### config.mk
export PLATFORM = sky130hd
export DESIGN_NAME = decode_issue_queue
export DESIGN_NICKNAME = d
export VERILOG_FILES = /design/src/rtl/decode_issue_queue.sv
export SDC_FILE = /design/constraint.sdc
export NUM_CORES = 1
export LEC_CHECK = 0
export CORE_MARGIN = 10
export CORE_UTILIZATION = 48
export DETAILED_ROUTE_END_ITERATION = 6
export GPL_TIMING_DRIVEN = 0
export HOLD_SLACK_MARGIN = 0.05
export PLACE_DENSITY = 0.71
export SKIP_CTS_REPAIR_TIMING = 1
export SLEW_MARGIN = 20
export SYNTH_ARGS = -nofsm -noshare
export SYNTH_HDL_FRONTEND = slang
export SYNTH_SLANG_ARGS = --single-unit
export TNS_END_PERCENT = 1
### constraint.sdc
create_clock -name clk -period 19 [get_ports clk]
set_input_delay 1.9 -clock clk [delete_from_list [all_inputs] [get_ports clk]]
set_output_delay 1.9 -clock clk [all_outputs]
set_load 0.1 [all_outputs]
### src/rtl/decode_issue_queue.sv
// In-order decode/issue instruction buffer: circular queue between fetch and issue
// with age-based selective squash of younger entries.
module decode_issue_queue #(
   parameter int p_seq_num_bits = 5,
   parameter int p_depth        = 4
) (
   input  logic                            clk,
   input  logic                            rst,
   input  logic                            f_val,
   output logic                            f_rdy,
   input  logic [31:0]                     f_inst,
   input  logic [31:0]                     f_pc,
   input  logic [p_seq_num_bits-1:0]       f_seq_num,
   output logic                            d_val,
   input  logic                            d_rdy,
   output logic [31:0]                     d_inst,
   output logic [31:0]                     d_pc,
   output logic [p_seq_num_bits-1:0]       d_seq_num,
   input  logic                            stall,
   input  logic                            squash_val,
   input  logic [p_seq_num_bits-1:0]       squash_seq_num,
   output logic [$clog2(p_depth+1)-1:0]    count
);

   localparam int c_cnt_bits = $clog2(p_depth + 1);
   localparam int c_ptr_bits = $clog2(p_depth);

   logic [31:0]               inst_q [p_depth];
   logic [31:0]               pc_q   [p_depth];
   logic [p_seq_num_bits-1:0] seq_q  [p_depth];

   logic [c_ptr_bits-1:0] head_q, head_d, tail_q, tail_d, wr_ptr;
   logic [c_cnt_bits-1:0] count_q, count_d, survivors;
   logic                  killed_found, head_killed, f_xfer, d_xfer, kept_enq;

   // Wrap-around age test: a is younger than r when (a - r) mod 2^n lies in the
   // lower half of the sequence space, excluding zero.
   function automatic logic younger(input logic [p_seq_num_bits-1:0] a,
                                    input logic [p_seq_num_bits-1:0] r);
      logic [p_seq_num_bits-1:0] diff;
      diff = a - r;
      return (diff != '0) && !diff[p_seq_num_bits-1];
   endfunction

   // Modulo-p_depth pointer advance; p_depth need not be a power of two.
   function automatic logic [c_ptr_bits-1:0] ptr_add(input logic [c_ptr_bits-1:0] p,
                                                     input logic [c_cnt_bits-1:0] n);
      int s;
      s = int'(p) + int'(n);
      if (s >= p_depth) s = s - p_depth;
      return c_ptr_bits'(s);
   endfunction

   // NOTE: every variable gets a default at the top of the block so no path leaves it unassigned (no latch).
   always_comb begin
      survivors    = count_q;
      killed_found = 1'b0;
      for (int k = 0; k < p_depth; k++) begin
         if (squash_val && !killed_found && (k < int'(count_q)) &&
             younger(seq_q[ptr_add(head_q, c_cnt_bits'(k))], squash_seq_num)) begin
            survivors    = c_cnt_bits'(k);
            killed_found = 1'b1;
         end
      end
   end

   always_comb begin
      f_rdy       = (count_q != c_cnt_bits'(p_depth));
      head_killed = squash_val && (count_q != '0) && younger(seq_q[head_q], squash_seq_num);
      d_val       = (count_q != '0) && !stall && !head_killed;
      f_xfer      = f_val && f_rdy;
      d_xfer      = d_val && d_rdy;
      kept_enq    = f_xfer && !(squash_val && younger(f_seq_num, squash_seq_num));
      // The killed set is a contiguous suffix, so the tail pulls back to head + survivors.
      wr_ptr      = squash_val ? ptr_add(head_q, survivors) : tail_q;
      tail_d      = kept_enq ? ptr_add(wr_ptr, c_cnt_bits'(1)) : wr_ptr;
      head_d      = d_xfer ? ptr_add(head_q, c_cnt_bits'(1)) : head_q;
      count_d     = survivors - c_cnt_bits'(d_xfer) + c_cnt_bits'(kept_enq);
   end

   // NOTE: sequential state uses non-blocking assignments so every flop samples pre-edge values.
   always_ff @(posedge clk) begin
      if (rst) begin
         head_q  <= '0;
         tail_q  <= '0;
         count_q <= '0;
      end else begin
         head_q  <= head_d;
         tail_q  <= tail_d;
         count_q <= count_d;
      end
   end

   // NOTE: payload storage is deliberately not reset; occupancy alone decides validity.
   always_ff @(posedge clk) begin
      if (!rst && kept_enq) begin
         inst_q[wr_ptr] <= f_inst;
         pc_q[wr_ptr]   <= f_pc;
         seq_q[wr_ptr]  <= f_seq_num;
      end
   end

   assign d_inst    = inst_q[head_q];
   assign d_pc      = pc_q[head_q];
   assign d_seq_num = seq_q[head_q];
   assign count     = count_q;

   a_count_bound : assert property (@(posedge clk) disable iff (rst)
      count_q <= c_cnt_bits'(p_depth));
   a_no_deq_empty : assert property (@(posedge clk) disable iff (rst)
      d_xfer |-> (count_q != '0));

endmodule

==> metrics.csv, run 1 <==
metric,value,unit
io_buffers,151,
synth_most_common_cell,edfxtp_1,
die_h,175,um
grt_pass1_wl,37300,um
ir_drop,0.000103,V
synth_cells,543,
firstDrtPassIters,4,
vias_per_cell,5.45,
powerDensity,133,mW/mm^2
path_max_fanout,10,
utilization,62.1,%
clock_latency,0.53,ns
power.total,1.95,mW
syn_area,0.0116,sq mm
clock_skew,0.00740,ns
synth_top_area_share,71.4,%
ys_async_sr_fraction,0,%
core,0.0236,sq mm
diodes,0,
outcome,"finished, final reports clean",
setup_viol,0,
pin_count,154,
wire_per_inst,22.0,um
place_hpwl,17000,um
cts_buffer_depth,3,
drive_above_1_share,21.1,%
stdcell_area,0.0147,sq mm
cts.sink_count,285,
drc_errors,0,
totalWireLength,23900,um
hold_violations,0,
cp_data_required_time,17.10,ns
first_iter_violations,300,
die_area,0.0308,sq mm
r2r_cells,19,
antenna_found_initial,1,
max_slew_margin,29.3,%
path_class,reg2out,
overflow,0,
ys.flop_type,edfxtp_1,
vias,5933,
synth_edf_count,276,
grt_usage,15.4,%
die_w,175,um
cts_root_buffer,clkbuf_16,
dpl_cell_area,0.0138,sq mm
gp_congestion,0.814,
rsz0062_at_grt,no,
synth_top_cell_by_area,edfxtp_1,
hold_class,reg2reg,
clk_pin_slew,0.06,ns
fmax,0.130,GHz
crit_arrival,5.77,ns
synthTopCellsByCount,"276 x edfxtp_1, 84 x mux4_2, 24 x ha_1",
ys_ff_latch,285,
initial_core_util,49.1,%
hold-worst-slack,0.705,ns
yosysWarnings,0,
grt_start_max_net_pins,28,
syn_nets,648,
p_leak,4.75,nW
tns,0,ns
finalMaxSlewViolations,0,
ant_nets,0,
crit_path_end_kind,primary output,
finalCriticalPeriod,7.67,ns
hold_depth,2,
nets,854,
htree_levels,1,
cts_tree,yes,
grt_pass1_vias,6439,
seq_area_frac_synth,73.0,%
area_growth_syn_to_layout,26.3,%
rows,56,
max_cap_viol_count,0,
synth_cell_type_count,43,
syn_area_per_cell,21.4,sq um
timing.final.crit_share,40.4,%
numCtsBuffers,28,
synthTopCellsByArea,"edfxtp_1 71%, mux4_2 16%, ha_1 2.6%",
worst_slew_pin_slew,1.06,ns
start_kind,register,
[stage by stage]
| step | instances | setup slack [ns] |
|---|---|---|
| 4_1_cts | 1088 | 11.15 |
| 6_report | 1088 | 11.33 |
| 3_5_place_dp | 1038 | 11.73 |
| 5_1_grt | 1088 | 10.86 |
| 3_3_place_gp | 1013 | 0.544 |
| 2_1_floorplan | 543 | 6.85 |
[cells in the final DEF, fill, tap and decap left out, types with 2 or more instances in the layout]
cell type        synthesis  layout
buf_12                   0       4
clkdlybuf4s50_1          0     151
clkinv_1                 0       6
clkbuf_1                13      19
o211ai_1                 5       5
nand3_1                  3       3
or2_2                    5       5
and3_1                   4       4
buf_6                    1       6
inv_1                   15      15
nor2b_1                 11      11
buf_2                    0       8
nand2b_1                 6       6
edfxtp_1               276     276
buf_8                    0       2
buf_1                    8       8
nand2_1                  8       8
nor2_1                  12      11
o21ai_0                  6       6
dfxtp_1                  9       9
xnor2_1                 15      15
clkinv_2                 0       7
mux4_2                  84      84
and2_1                   2       2
buf_4                    1       6
a21oi_1                  2       2
a31oi_1                  3       3
clkbuf_16                0      29
o21a_1                   2       2
nor3_1                   4       4
ha_1                    24      24
xor2_1                   5       5
[sequential cells by signal, summed over array words and instances, names as in the netlist, named ones only]
| signal | cells |
|---|---|
| count | 3 |
| head_q | 2 |
| inst_q | 128 |
| pc_q | 128 |
| seq_q | 20 |
| tail_q | 2 |
[worst max-delay path: stages, from the launching register on]
cell and delay [ns]:
dfxtp_1 0.31, clkbuf_1 0.42, buf_1 0.70, buf_1 0.78, mux4_2 0.63, ha_1 0.32, nor2b_1 0.15, o21a_1 0.16
nor2_1 0.11, xnor2_1 0.08, o211a_1 0.27, nor3_1 0.15, clkdlybuf4s50_1 1.16
[per-layer routing]
layer,wire length (um),track usage (%)
met2,11800,26.0
met4,344,3.18
met1,9840,19.1
met3,1960,5.19
met5,13,0
[final timing paths]
check | end | slack (ns) | from
min | tail_q[1] | 0.70 | tail_q[1]
max | d_val | 11.33 | register
max reg2reg | inst_q[0][22] | 11.92 | register
min reg2reg | tail_q[1] | 0.70 | tail_q[1]
[cells by family (layout without fill, tap and decap cells)]
family	after synthesis	after routing	share of synthesized area [%]
buf+inv	38	264	1.33
compound gates	27	27	1.76
xor+xnor	21	21	1.71
simple gates	60	60	2.85
fa+ha+maj	25	25	2.76
flops	285	285	73.0
mux	87	87	16.6
[report_power, final]
part,internal [mW],total [mW],leakage (nW),switching (mW)
Sequential,0.755,0.772,2.57,0.0168
Combinational,0.206,0.676,1.75,0.470
Clock,0.291,0.507,0.421,0.216
[cell type report]
type	instances	area, sq um
plain buffers	23	97.6
clock buffers	35	748
clock inverters	15	98.8
fillers	1678	8950
inverters	15	56.3
multi-input cells	220	3010
flip-flops and latches	285	8470
well taps	319	399
repair buffers	176	1780
Note: power is estimated with default switching activity, not from simulation.
==> inputs of run 2 (changes only) <==
==> constraint.sdc (replaced) <==
create_clock -name clk -period 7.3 [get_ports clk]
set_input_delay 0.73 -clock clk [delete_from_list [all_inputs] [get_ports clk]]
set_output_delay 0.73 -clock clk [all_outputs]
set_load 0.1 [all_outputs]
==> metrics.csv, run 2 (same netlist as run 1, synthesis figures left out) <==
metric,value,unit,change
outcome,"finished, final reports clean",,
area_growth_syn_to_layout,26.2,%,about the same
firstDrtPassIters,4,,unchanged
initial_core_util,49.1,%,unchanged
cts_buffer_depth,3,,unchanged
nets,847,,-0.82%
setup_viol,0,,unchanged
top_regs,"inst_q: 128 flops, pc_q: 128 flops, seq_q: 20 flops",,
critPathSlowestCell,nor4b_4,,
die_w,175,um,unchanged
layout_common_cells,"276 x edfxtp_1, 151 x clkdlybuf4s50_1, 84 x mux4_2, 27 x clkbuf_16, 24 x ha_1",,
crit_arrival,6.55,ns,+0.78 ns
instances_no_fill,1079,,-0.83%
worst_slew_pin_slew,1.07,ns,+0.0126 ns
drive_above_1_share,19.9,%,-1.2 points
cts_root_buffer,clkbuf_16,,
max_slew_margin,28.4,%,-0.85 points
vias,5973,,+0.67%
clock_latency,0.52,ns,about the same
crit_buf_inv,6,,+2
hold-worst-slack,0.598,ns,-0.107 ns
start_kind,register,,
grt_pass1_vias,6458,,+0.30%
totalWireLength,24300,um,+1.6%
io_buffers,151,,unchanged
ir_drop,0.000239,V,+130%
first_iter_violations,314,,+4.7%
finalMaxSlewViolations,0,,unchanged
overflow,0,,unchanged
vias_per_cell,5.54,,+1.5%
cts.sink_count,285,,unchanged
finalCriticalPeriod,6.32,ns,
cts_tree,yes,,
max_cap_viol_count,0,,unchanged
grt_pass1_wl,37700,um,+1.1%
place_hpwl,17200,um,+1.3%
htree_levels,1,,unchanged
hold_class,in2reg,,
timing.final.crit_share,86.6,%,
crit_family,buffers and inverters,,
grt_start_max_net_pins,41,,+46%
core,0.0236,sq mm,unchanged
rows,56,,unchanged
final_common_cell,edfxtp_1,,
die_area,0.0308,sq mm,unchanged
pin_count,154,,unchanged
worst_slack,0.980,ns,-10.35 ns
cp_data_required_time,7.53,ns,-9.57 ns
path_max_fanout,10,,unchanged
clock_skew,0.0109,ns,+0.00354 ns
placedCellCount,1032,,-0.58%
fmax,0.158,GHz,
slowest_delay,0.76,ns,-0.40 ns
crit_top_cell,ha_1,,
die_h,175,um,unchanged
hold_violations,0,,unchanged
dp_slack,0.481,ns,-11.25 ns
ant_nets,0,,unchanged
powerDensity,344,mW/mm^2,+160%
wire_per_inst,22.6,um,+2.5%
path_cells,clkbuf_1 -> buf_1 -> clkbuf_2 -> mux4_2 -> ha_1 -> nor2b_1 -> o21a_1 -> nor2_1 -> xnor2_1 -> o211a_1 -> a31oi_1 -> ha_1 -> mux2_2 -> nor4b_4 -> buf_4 -> buf_8 -> buf_6,,
clk_pin_slew,0.07,ns,about the same
reg2reg_slack,0.98,ns,-10.94 ns
p_leak,4.71,nW,-0.81%
numCtsBuffers,27,,-3.6%
gp_congestion,0.844,,+3.7%
crit_path_end_kind,register,,
antenna_found_initial,1,,unchanged
tns,0,ns,unchanged
path_class,reg2reg,,
drc_errors,0,,unchanged
power.total,5.04,mW,+160%
rsz0062_at_grt,no,,
grt_usage,15.7,%,+0.29 points
==> run 2: cell types whose count changed in the layout (fill, tap and decap cells not counted), moves of 2 or more <==
cell	change
clkbuf_16	-2
buf_2	-8
buf_4	-4
buf_16	+3
buf_8	+4
clkinv_1	+3
buf_12	-2
clkinv_2	-3
==> run 2: path summary, 6_finish.rpt <==
kind | start | endpoint | depth (start not counted)
setup reg to reg | register | inst_q[0][18] | 17
hold / removal | rst | head_q[0] | 2
setup / recovery | register | inst_q[0][18] | 17
hold reg to reg | tail_q[1] | tail_q[1] | 2
==> run 2: stage by stage <==
stage / instance area (sq um) / utilization (%)
global route: 14600 / 62.0
finish: 14600 / 62.0
floorplan: 11600 / -
global placement: 13500 / 57.3
detailed placement: 13900 / 58.7
CTS: 14600 / 62.0
==> run 2: per-layer routing <==
metal  vias to the layer above  track usage (%)  part of all wire (%)
met3                        47             4.91                   8.6
met4                         2             3.71                   1.8
met5                         -                0                 0.053
met2                       189             26.8                    51
met1                      3076             19.2                    39
li1                       2659                -                     -
==> run 2: area by class of cell <==
cell class                      instances  area, sq um
Clock inverter                         14         83.8
Antenna cell                            1         2.50
Tap cell                              319          399
Sequential cell                       285         8470
Buffer                                 23         98.8
Clock buffer                           32          694
Multi-Input combinational cell        220         3020
Fill cell                            1638         8970
Inverter                               15         56.3
Timing Repair Buffer                  170         1830
==> run 2: report_power, final <==
part / internal (mW) / leakage [nW] / switching [mW] / total (mW)
logic: 0.546 / 1.75 / 1.23 / 1.78
clock network: 0.705 / 0.383 / 0.550 / 1.26
registers: 1.96 / 2.57 / 0.0441 / 2.01
total: 3.22 / 4.71 / 1.83 / 5.04
